$ cat config.mk
export PLATFORM = sky130hd
export DESIGN_NAME = aes_seq_ctrl
export DESIGN_NICKNAME = d
export VERILOG_FILES = /design/src/rtl/aes_pkg.sv /design/src/rtl/aes_byte_ser.sv /design/src/rtl/aes_seq_ctrl.sv
export SDC_FILE = /design/constraint.sdc
export NUM_CORES = 1
export LEC_CHECK = 0
export CORE_MARGIN = 10
export CORE_UTILIZATION = 40
export CTS_CLUSTER_DIAMETER = 30
export DETAILED_ROUTE_END_ITERATION = 10
export PLACE_DENSITY = 0.73
export REMOVE_ABC_BUFFERS = 1
export SYNTH_ARGS = -nofsm -noshare
export SYNTH_HDL_FRONTEND = slang
export SYNTH_SLANG_ARGS = --single-unit
$ cat constraint.sdc
create_clock -name clk -period 4 [get_ports clk]
set_input_delay 0.4 -clock clk [delete_from_list [all_inputs] [get_ports clk]]
set_output_delay 0.4 -clock clk [all_outputs]
set_load 0.03 [all_outputs]
$ cat src/rtl/aes_pkg.sv
// Shared definitions for the AES sequencing controller.
//   state_e      : controller FSM states
//   NBYTES       : bytes per key/block transfer (AES-128)
//   CORE_LAT_DEF : default core latency in cycles
//   AES_ENC/DEC  : blk_mode encodings
package aes_pkg;
  localparam int   NBYTES       = 16;
  localparam int   CORE_LAT_DEF = 13;
  localparam logic AES_ENC      = 1'b0;
  localparam logic AES_DEC      = 1'b1;

  typedef enum logic [2:0] {
    IDLE, KEY, LOAD, START, WAIT, UNLOAD, DONE
  } state_e;
endpackage

$ cat src/rtl/aes_byte_ser.sv
// 128-bit byte serializer / deserializer.
//   load_i/data_i      : parallel load
//   shift_out_i        : shift right one byte (byte 0 leaves first)
//   shift_in_i/idx_i   : write byte_i into slot idx_i
//   data_o             : register contents
//   next_o             : byte 1, i.e. byte 0 after the next shift-out
module aes_byte_ser #(
  parameter int NBYTES = 16
) (
  input  logic                  clk,
  input  logic                  rst,
  input  logic                  load_i,
  input  logic [NBYTES*8-1:0]   data_i,
  input  logic                  shift_out_i,
  input  logic                  shift_in_i,
  input  logic [3:0]            idx_i,
  input  logic [7:0]            byte_i,
  output logic [NBYTES*8-1:0]   data_o,
  output logic [7:0]            next_o
);
  logic [NBYTES*8-1:0] sr_q;

  always_ff @(posedge clk) begin
    if (rst)              sr_q <= '0;
    else if (load_i)      sr_q <= data_i;
    else if (shift_out_i) sr_q <= {8'h00, sr_q[NBYTES*8-1:8]};
    else if (shift_in_i)  sr_q[{idx_i, 3'b000} +: 8] <= byte_i;
  end

  assign data_o = sr_q;
  assign next_o = sr_q[15:8];
endmodule

$ cat src/rtl/aes_seq_ctrl.sv
// Sequencer for a byte-serial AES core.
//   key_valid/key_ready/key_in          : key-load handshake
//   blk_valid/blk_ready/blk_mode/blk_in : block request (mode 0 enc, 1 dec)
//   res_valid/res_ready/res_out         : result handshake
//   key_loaded, busy                    : status
//   core_*                              : byte-serial core strobes and data
module aes_seq_ctrl #(
  parameter int CORE_LAT = aes_pkg::CORE_LAT_DEF,
  parameter int NBYTES   = aes_pkg::NBYTES
) (
  input  logic                clk,
  input  logic                rst,
  input  logic                key_valid,
  output logic                key_ready,
  input  logic [NBYTES*8-1:0] key_in,
  input  logic                blk_valid,
  output logic                blk_ready,
  input  logic                blk_mode,
  input  logic [NBYTES*8-1:0] blk_in,
  output logic                res_valid,
  input  logic                res_ready,
  output logic [NBYTES*8-1:0] res_out,
  output logic                key_loaded,
  output logic                busy,
  output logic                core_loadkey,
  output logic                core_load_shift,
  output logic                core_staenc,
  output logic                core_stadec,
  output logic [7:0]          core_din,
  input  logic [7:0]          core_dout
);
  import aes_pkg::*;

  localparam int             W         = NBYTES * 8;
  localparam int             WW        = (CORE_LAT > 1) ? $clog2(CORE_LAT) : 1;
  localparam logic [WW-1:0]  WAIT_LAST = WW'(CORE_LAT - 1);
  localparam logic [3:0]     BYTE_LAST = 4'(NBYTES - 1);

  state_e        state_q;
  logic [3:0]    cnt_q;
  logic [WW-1:0] wcnt_q;
  logic          mode_q, key_loaded_q, key_ready_q, blk_ready_q, res_valid_q;
  logic [W-1:0]  res_q;
  logic          loadkey_q, lshift_q, staenc_q, stadec_q;
  logic [7:0]    din_q;

  logic          key_hs, blk_hs, blk_pref;
  logic          ser_load, ser_shift_out, ser_shift_in;
  logic [W-1:0]  ser_din, ser_data, res_fill;
  logic [7:0]    ser_next;

  always_comb begin
    key_hs        = (state_q == IDLE) && key_valid && key_ready_q;
    blk_hs        = (state_q == IDLE) && blk_valid && blk_ready_q && !key_hs;
    // Readiness is offered one side at a time: a pending key always wins,
    // so blk_ready is only raised when no key request is being presented.
    blk_pref      = blk_valid && !key_valid;
    ser_load      = key_hs || blk_hs;
    ser_din       = key_hs ? key_in : blk_in;
    ser_shift_out = (state_q == KEY) || (state_q == LOAD);
    ser_shift_in  = (state_q == UNLOAD);
    // Last unload byte goes straight into the result register.
    res_fill          = ser_data;
    res_fill[W-1 -: 8] = core_dout;
  end

  aes_byte_ser #(.NBYTES(NBYTES)) u_ser (
    .clk        (clk),
    .rst        (rst),
    .load_i     (ser_load),
    .data_i     (ser_din),
    .shift_out_i(ser_shift_out),
    .shift_in_i (ser_shift_in),
    .idx_i      (cnt_q),
    .byte_i     (core_dout),
    .data_o     (ser_data),
    .next_o     (ser_next)
  );

  always_ff @(posedge clk) begin
    if (rst) begin
      state_q      <= IDLE;
      cnt_q        <= '0;
      wcnt_q       <= '0;
      mode_q       <= AES_ENC;
      key_loaded_q <= 1'b0;
      key_ready_q  <= 1'b0;
      blk_ready_q  <= 1'b0;
      res_valid_q  <= 1'b0;
      res_q        <= '0;
      loadkey_q    <= 1'b0;
      lshift_q     <= 1'b0;
      staenc_q     <= 1'b0;
      stadec_q     <= 1'b0;
      din_q        <= '0;
    end else begin
      case (state_q)
        IDLE: begin
          if (key_hs) begin
            state_q     <= KEY;
            cnt_q       <= '0;
            key_ready_q <= 1'b0;
            blk_ready_q <= 1'b0;
            loadkey_q   <= 1'b1;
            din_q       <= key_in[7:0];
          end else if (blk_hs) begin
            state_q     <= LOAD;
            cnt_q       <= '0;
            mode_q      <= blk_mode;
            key_ready_q <= 1'b0;
            blk_ready_q <= 1'b0;
            lshift_q    <= 1'b1;
            din_q       <= blk_in[7:0];
          end else begin
            key_ready_q <= !(blk_pref && key_loaded_q);
            blk_ready_q <= blk_pref && key_loaded_q;
          end
        end
        KEY: begin
          if (cnt_q == BYTE_LAST) begin
            state_q      <= IDLE;
            cnt_q        <= '0;
            loadkey_q    <= 1'b0;
            din_q        <= '0;
            key_loaded_q <= 1'b1;
            key_ready_q  <= !blk_pref;
            blk_ready_q  <= blk_pref;
          end else begin
            cnt_q <= cnt_q + 4'd1;
            din_q <= ser_next;
          end
        end
        LOAD: begin
          if (cnt_q == BYTE_LAST) begin
            state_q  <= START;
            cnt_q    <= '0;
            lshift_q <= 1'b0;
            din_q    <= '0;
            staenc_q <= (mode_q == AES_ENC);
            stadec_q <= (mode_q == AES_DEC);
          end else begin
            cnt_q <= cnt_q + 4'd1;
            din_q <= ser_next;
          end
        end
        START: begin
          state_q  <= WAIT;
          wcnt_q   <= '0;
          staenc_q <= 1'b0;
          stadec_q <= 1'b0;
        end
        WAIT: begin
          if (wcnt_q == WAIT_LAST) begin
            state_q  <= UNLOAD;
            wcnt_q   <= '0;
            cnt_q    <= '0;
            lshift_q <= 1'b1;
          end else begin
            wcnt_q <= wcnt_q + WW'(1);
          end
        end
        UNLOAD: begin
          if (cnt_q == BYTE_LAST) begin
            state_q     <= DONE;
            cnt_q       <= '0;
            lshift_q    <= 1'b0;
            res_q       <= res_fill;
            res_valid_q <= 1'b1;
          end else begin
            cnt_q <= cnt_q + 4'd1;
          end
        end
        DONE: begin
          if (res_ready) begin
            state_q     <= IDLE;
            res_valid_q <= 1'b0;
            key_ready_q <= !(blk_pref && key_loaded_q);
            blk_ready_q <= blk_pref && key_loaded_q;
          end
        end
        default: state_q <= IDLE;
      endcase
    end
  end

  assign key_ready       = key_ready_q;
  assign blk_ready       = blk_ready_q;
  assign res_valid       = res_valid_q;
  assign res_out         = res_q;
  assign key_loaded      = key_loaded_q;
  assign busy            = (state_q != IDLE);
  assign core_loadkey    = loadkey_q;
  assign core_load_shift = lshift_q;
  assign core_staenc     = staenc_q;
  assign core_stadec     = stadec_q;
  assign core_din        = din_q;
endmodule

# Yosys cells after proc, flatten, opt, wreduce, memory -nomap -nowiden
# Cells that the tools add are included.
# word_totals
regBits,284
word_cells,126
output_inout_bits,145
# classes
n_eq_ne,18
bitwise,2
n_reduce_logical,38
add_sub_neg,3
shifts,2
mux,48
# ops
cell,n
$mux W128,4
$bwmux W128,1
$shift A8 B9 Y128 const A,1
$shiftx A8 B9 Y128,1
$mux W8,3
$mux W3,7
$pmux W3 S7,1
$mux W4,5
$mux W1,17
$pmux W8 S2,1
$reduce_and A3 Y1,5
$reduce_bool A3 Y1,5
$pmux W4 S3,1
$ne A2 B2 Y1 const B,5
$reduce_bool A2 Y1,5
$eq A3 B3 Y1 const B,3
$neg A7 Y9,1
$pmux W1 S3,3
$add A4 B1 Y4 const B,2
$eq A4 B4 Y1 const B,2
$ne A2 B1 Y1 const B,4
$pmux W1 S2,4
$pmux W4 S2,1
$reduce_and A2 Y1,4
12 further kinds,25

# Logic depth before layout (Yosys ltp)
# logic_depth
ltp_word,8
depth_mapped,10
depth_no_buf,7

# Hierarchy
# Synthesis repeated with hierarchy kept, for this count alone.
# unflattened
hier_cells,1745
hier_area_um2,14576.5
# by_module_without_submodules
mod,area_per_inst_um2,seq_area_each_um2,instances,cells_each
aes_seq_ctrl,7458.4,3123.0,1,874
aes_byte_ser,7118.1,2562.5,1,871

# Worst setup path before layout
# OpenSTA, ideal clock, no wires.
# synth_path
kind,register to register
from,reg cnt_q[0]
to,reg u_ser.sr_q[72] (netlist: u_ser.data_o[72])
arrival_time_ps,2311
required_time_ps,3867
setup_slack_ps,1556
n_path_buf,3
stages_incl_launch_ff,11
path_cell_list,dfxtp_1 > buf_2 > inv_1 > ha_1 > buf_4 > or3_1 > o31a_1 > o21ai_1 > and2_1 > buf_2 > a311oi_1
# synth_via
elab_chain_cells,6
# synth_lines
element,line_no,source
from (decl),aes_seq_ctrl.sv:40,logic [3:0] cnt_q;
from (signal assigned),aes_seq_ctrl.sv:129,cnt_q <= cnt_q + 4'd1;
from (signal assigned),aes_seq_ctrl.sv:142,cnt_q <= cnt_q + 4'd1;
from (signal assigned),aes_seq_ctrl.sv:170,cnt_q <= cnt_q + 4'd1;
$neg A7 Y9 *,aes_byte_ser.sv:27,"else if (shift_in_i) sr_q[{idx_i, 3'b000} +: 8] <= byte_i;"
$shiftx A8 B9 Y128 or $shift A8 B9 Y128 (tied branches),aes_byte_ser.sv:27,
$bwmux W128 *,aes_byte_ser.sv:27,
$mux W128 *,aes_byte_ser.sv:27,
$mux W128 *,aes_byte_ser.sv:26,"else if (shift_out_i) sr_q <= {8'h00, sr_q[NBYTES*8-1:8]};"
$mux W128 *,aes_byte_ser.sv:25,else if (load_i) sr_q <= data_i;
to (signal assigned),aes_byte_ser.sv:25,
to (signal assigned),aes_byte_ser.sv:26,
"to (signal, indexed assignment)",aes_byte_ser.sv:27,
to (decl),aes_byte_ser.sv:21,logic [NBYTES*8-1:0] sr_q;
# Every way passes the cells marked *; elsewhere a longest branch is shown, timed or not. The select of a mux whose other input is x is not followed.
# A chain may end at the register's enable or synchronous reset.

# Final worst setup path
# layout_path
from,reg cnt_q[1]
to,reg u_ser.sr_q[45] (netlist: u_ser.data_o[45])
# Same word-level chain as after synthesis.

==> impl_results.md <==
* CORE AREA at 33800 um2
* Die H at 206 um
* Synthesized area per cell at 8.23 um2
* DR top layer: met4
* Clock sinks at 284
* Hold Crit Class: input pin to register
* Starting Density at 40.9%
* RSZ-0062 raised after global routing: no
* Clk buf depth at 3
* CP Class: register to register
* Sequential-to-total area share from yosys stat at 41.2%
* Largest net degree at the start of global routing at 148
* GRT Total Usage at 27.7%
* Period utilization at 79.1%
* Yosys reg bits at 284
* Cell family with most CP delay: simple AND/OR/NAND/NOR gates
* Arrival time at the worst endpoint at 3.61 ns
* Worst setup SP type: register
* Setup WS pre-CTS at 0.937 ns
* Post-DR wirelength/cell at 24.1 um
* Final net count at 2310
* Placed cells at 2410
* Post-detail-place hpwl at 44000 um
* Vias in the first global route at 14800
* DR WL met2 at 28800 um
* Share of layout cells above drive strength 1 at 9.62%
* Commonest cells after routing, fill and taps aside: clkdlybuf4s50_1, nand2_1, dfxtp_1
* Top_reg_cell synth: dfxtp_1
* Fin util at 60.1%
* Vias at 15000
* Synth area leader: dfxtp_1
* VDD IR max at 0.000399 V
* H-tree levels at 3
* Outcome: finished, final reports clean
* Endpoint class of the critical path: register
* CP max-delay cell: nor2_1
* Final std cells w/o fill at 2543
* Post-layout min period at 3.17 ns
* Port Buf Inserts at 414
* Wire length on met3 at 6610 um
* Fillers at 2995
* Max Freq at 316 MHz
* Setup Fix Bufs, Post-CTS at 0
* Syn Std Cell Area at 13800 um2
* Total grt overflow at 0
* Worst path bufs/invs at 1
* Die area at 42300 um2
* GPL Wtd Cong at 0.907
* CTS tree: yes
* Storage element area at 5690 um2
* Yosys warning count at 0
* Root Buffer: clkbuf_16
* Total CTS buffers at 70
* Post-route ant nets at 0
* Cts repair resizes at 0
* # setup viols final at 0
* Synth-to-layout area growth at 47.2%
* Critical Path Max Stage Delay at 0.65 ns
* Vias/cell at 5.89
* Die width at 206 um
* Yosys cell types at 77
* Worst EP required at 4.45 ns
* Post-Syn Instances at 1678
* Worst Tran Pin Value at 1.25 ns
* Worst Skew at 0.0243 ns
* Max-slew violations at 0
* 1st-iter DRT viols at 1415
* Final hold violations at 0
* Clock Latency Late Sink at 0.57 ns
* Commonest non-fill, non-tap cell in the layout: clkdlybuf4s50_1
* Post-synth ARST share at 0%
* # DRC at 0
* Ports at 415
* CP max FO at 14
* EDFF count, synth at 0
* Pwr/cell area at 752 nW/um2
* Final worst slack at 0.835 ns
* Area contributors post-synth: dfxtp_1, nand2_1, a21oi_1
* Initial antenna violation count at 3
* DR pass1 iterations at 6
* First-pass GRT wire length at 91000 um
* Post-Route WL at 61300 um
* Max transition margin at 16.8%
* Footprint of the multi-input gates at 7310 um2
* Post-CTS Hold Buffers at 0
* Reg clk slew, reported paths at 0.04 ns
* Metal-1 WL at 24400 um
* Critical path cell sequence: inv_1 > ha_1 > nor2b_1 > a21oi_1 > nor2_1 > a32oi_1 > a311oi_1
* Rows at 67
* Post-synth top area share at 41.2%
* Max Cap Viol at 0
* LEAKAGE at 6.77 nW
[worst register-to-register path: cells and delay by family (launching register included)]
kind | cells | cell delay, ns
DFF | 1 | 0.44
buffers and inverters | 1 | 0.15
adders and majority gates | 1 | 0.44
and+or+nand+nor | 2 | 1.16
AOI/OAI and AO/OA | 3 | 0.87
[final timing paths]
| check | slack [ns] | from | to | cells after the start |
|---|---|---|---|---|
| worst min-delay path | 0.37 | rst | res_out[108]$_SDFFE_PP0P_ | 2 |
| worst min register to register | 0.45 | res_out[48]$_SDFFE_PP0P_ | res_out[48]$_SDFFE_PP0P_ | 2 |
| worst max-delay path | 0.83 | cnt_q[1]$_SDFFE_PP0P_ | u_ser.data_o[45]$_SDFFE_PP0P_ | 7 |
| worst max register to register | 0.83 | cnt_q[1]$_SDFFE_PP0P_ | u_ser.data_o[45]$_SDFFE_PP0P_ | 7 |
[kinds of logic (layout without fill, tap and decap cells)]
group                      count (synthesis)  in the layout  share of synthesized area [%]
DFF                                      284            284                           41.2
adders and majority gates                  6              6                          0.544
xor gates and xnor gates                   2              2                          0.127
other                                      0              5                              0
AOI/OAI and AO/OA                        631            631                           32.6
muxes                                     15             15                           1.17
buffers and inverters                    172            584                           6.13
and+or+nand+nor                          568            568                           18.2
[flip-flops by register name, indices dropped and copies added, names as in the netlist, 3 cells and up]
signal        cells
state_q           3
cnt_q             4
res_out         128
wcnt_q            4
core_din          8
u_ser.data_o    128
[report_power, final]
group / total [mW] / internal [mW] / leakage, nW / switching, mW
Clock: 5.43 / 3.60 / 1.12 / 1.83
Sequential: 4.29 / 3.56 / 2.31 / 0.724
Combinational: 5.56 / 2.04 / 3.34 / 3.52
[synth_stat cells (13+ instances only)]
master and n:
nand2_1 347, dfxtp_1 284, a21oi_1 248, nor2_1 106, a22o_1 82, a311oi_1 72, clkbuf_1 69, buf_2 64
a221oi_1 50, a211oi_1 40, a22oi_1 31, nor3_1 25, buf_4 19, nand3_1 19, a32oi_1 16, a31oi_1 15
o21bai_1 15, or3_1 13
[layout make-up]
class	instances	share of cell area, %
inverters	9	0.179
well taps	448	2.76
multi-input cells	1222	36.0
clock buffers	90	9.44
diodes	5	0.0616
repair buffers	447	21.8
clock inverters	38	1.79
flip-flops and latches	284	28.0
[metrics by stage]
step / power (mW) / setup TNS (ns) / hold WS [ns] / area (um2)
after floorplan: 7.58 / -446.16 / 0.425 / 13000
after global placement: 9.64 / 0 / 0.441 / 18000
after detailed placement: 9.78 / 0 / 0.446 / 18000
after CTS: 15.2 / 0 / 0.382 / 20300
after global routing: 16.1 / 0 / 0.404 / 20300
final: 15.3 / 0 / 0.366 / 20300
[metal layers]
metal,up-vias,GRT usage [%]
met2,785,45.5
li1,6971,-
met5,-,0
met4,0,8.72
met1,7126,34.0
met3,106,8.49
Note: power is estimated with default switching activity, not from simulation.
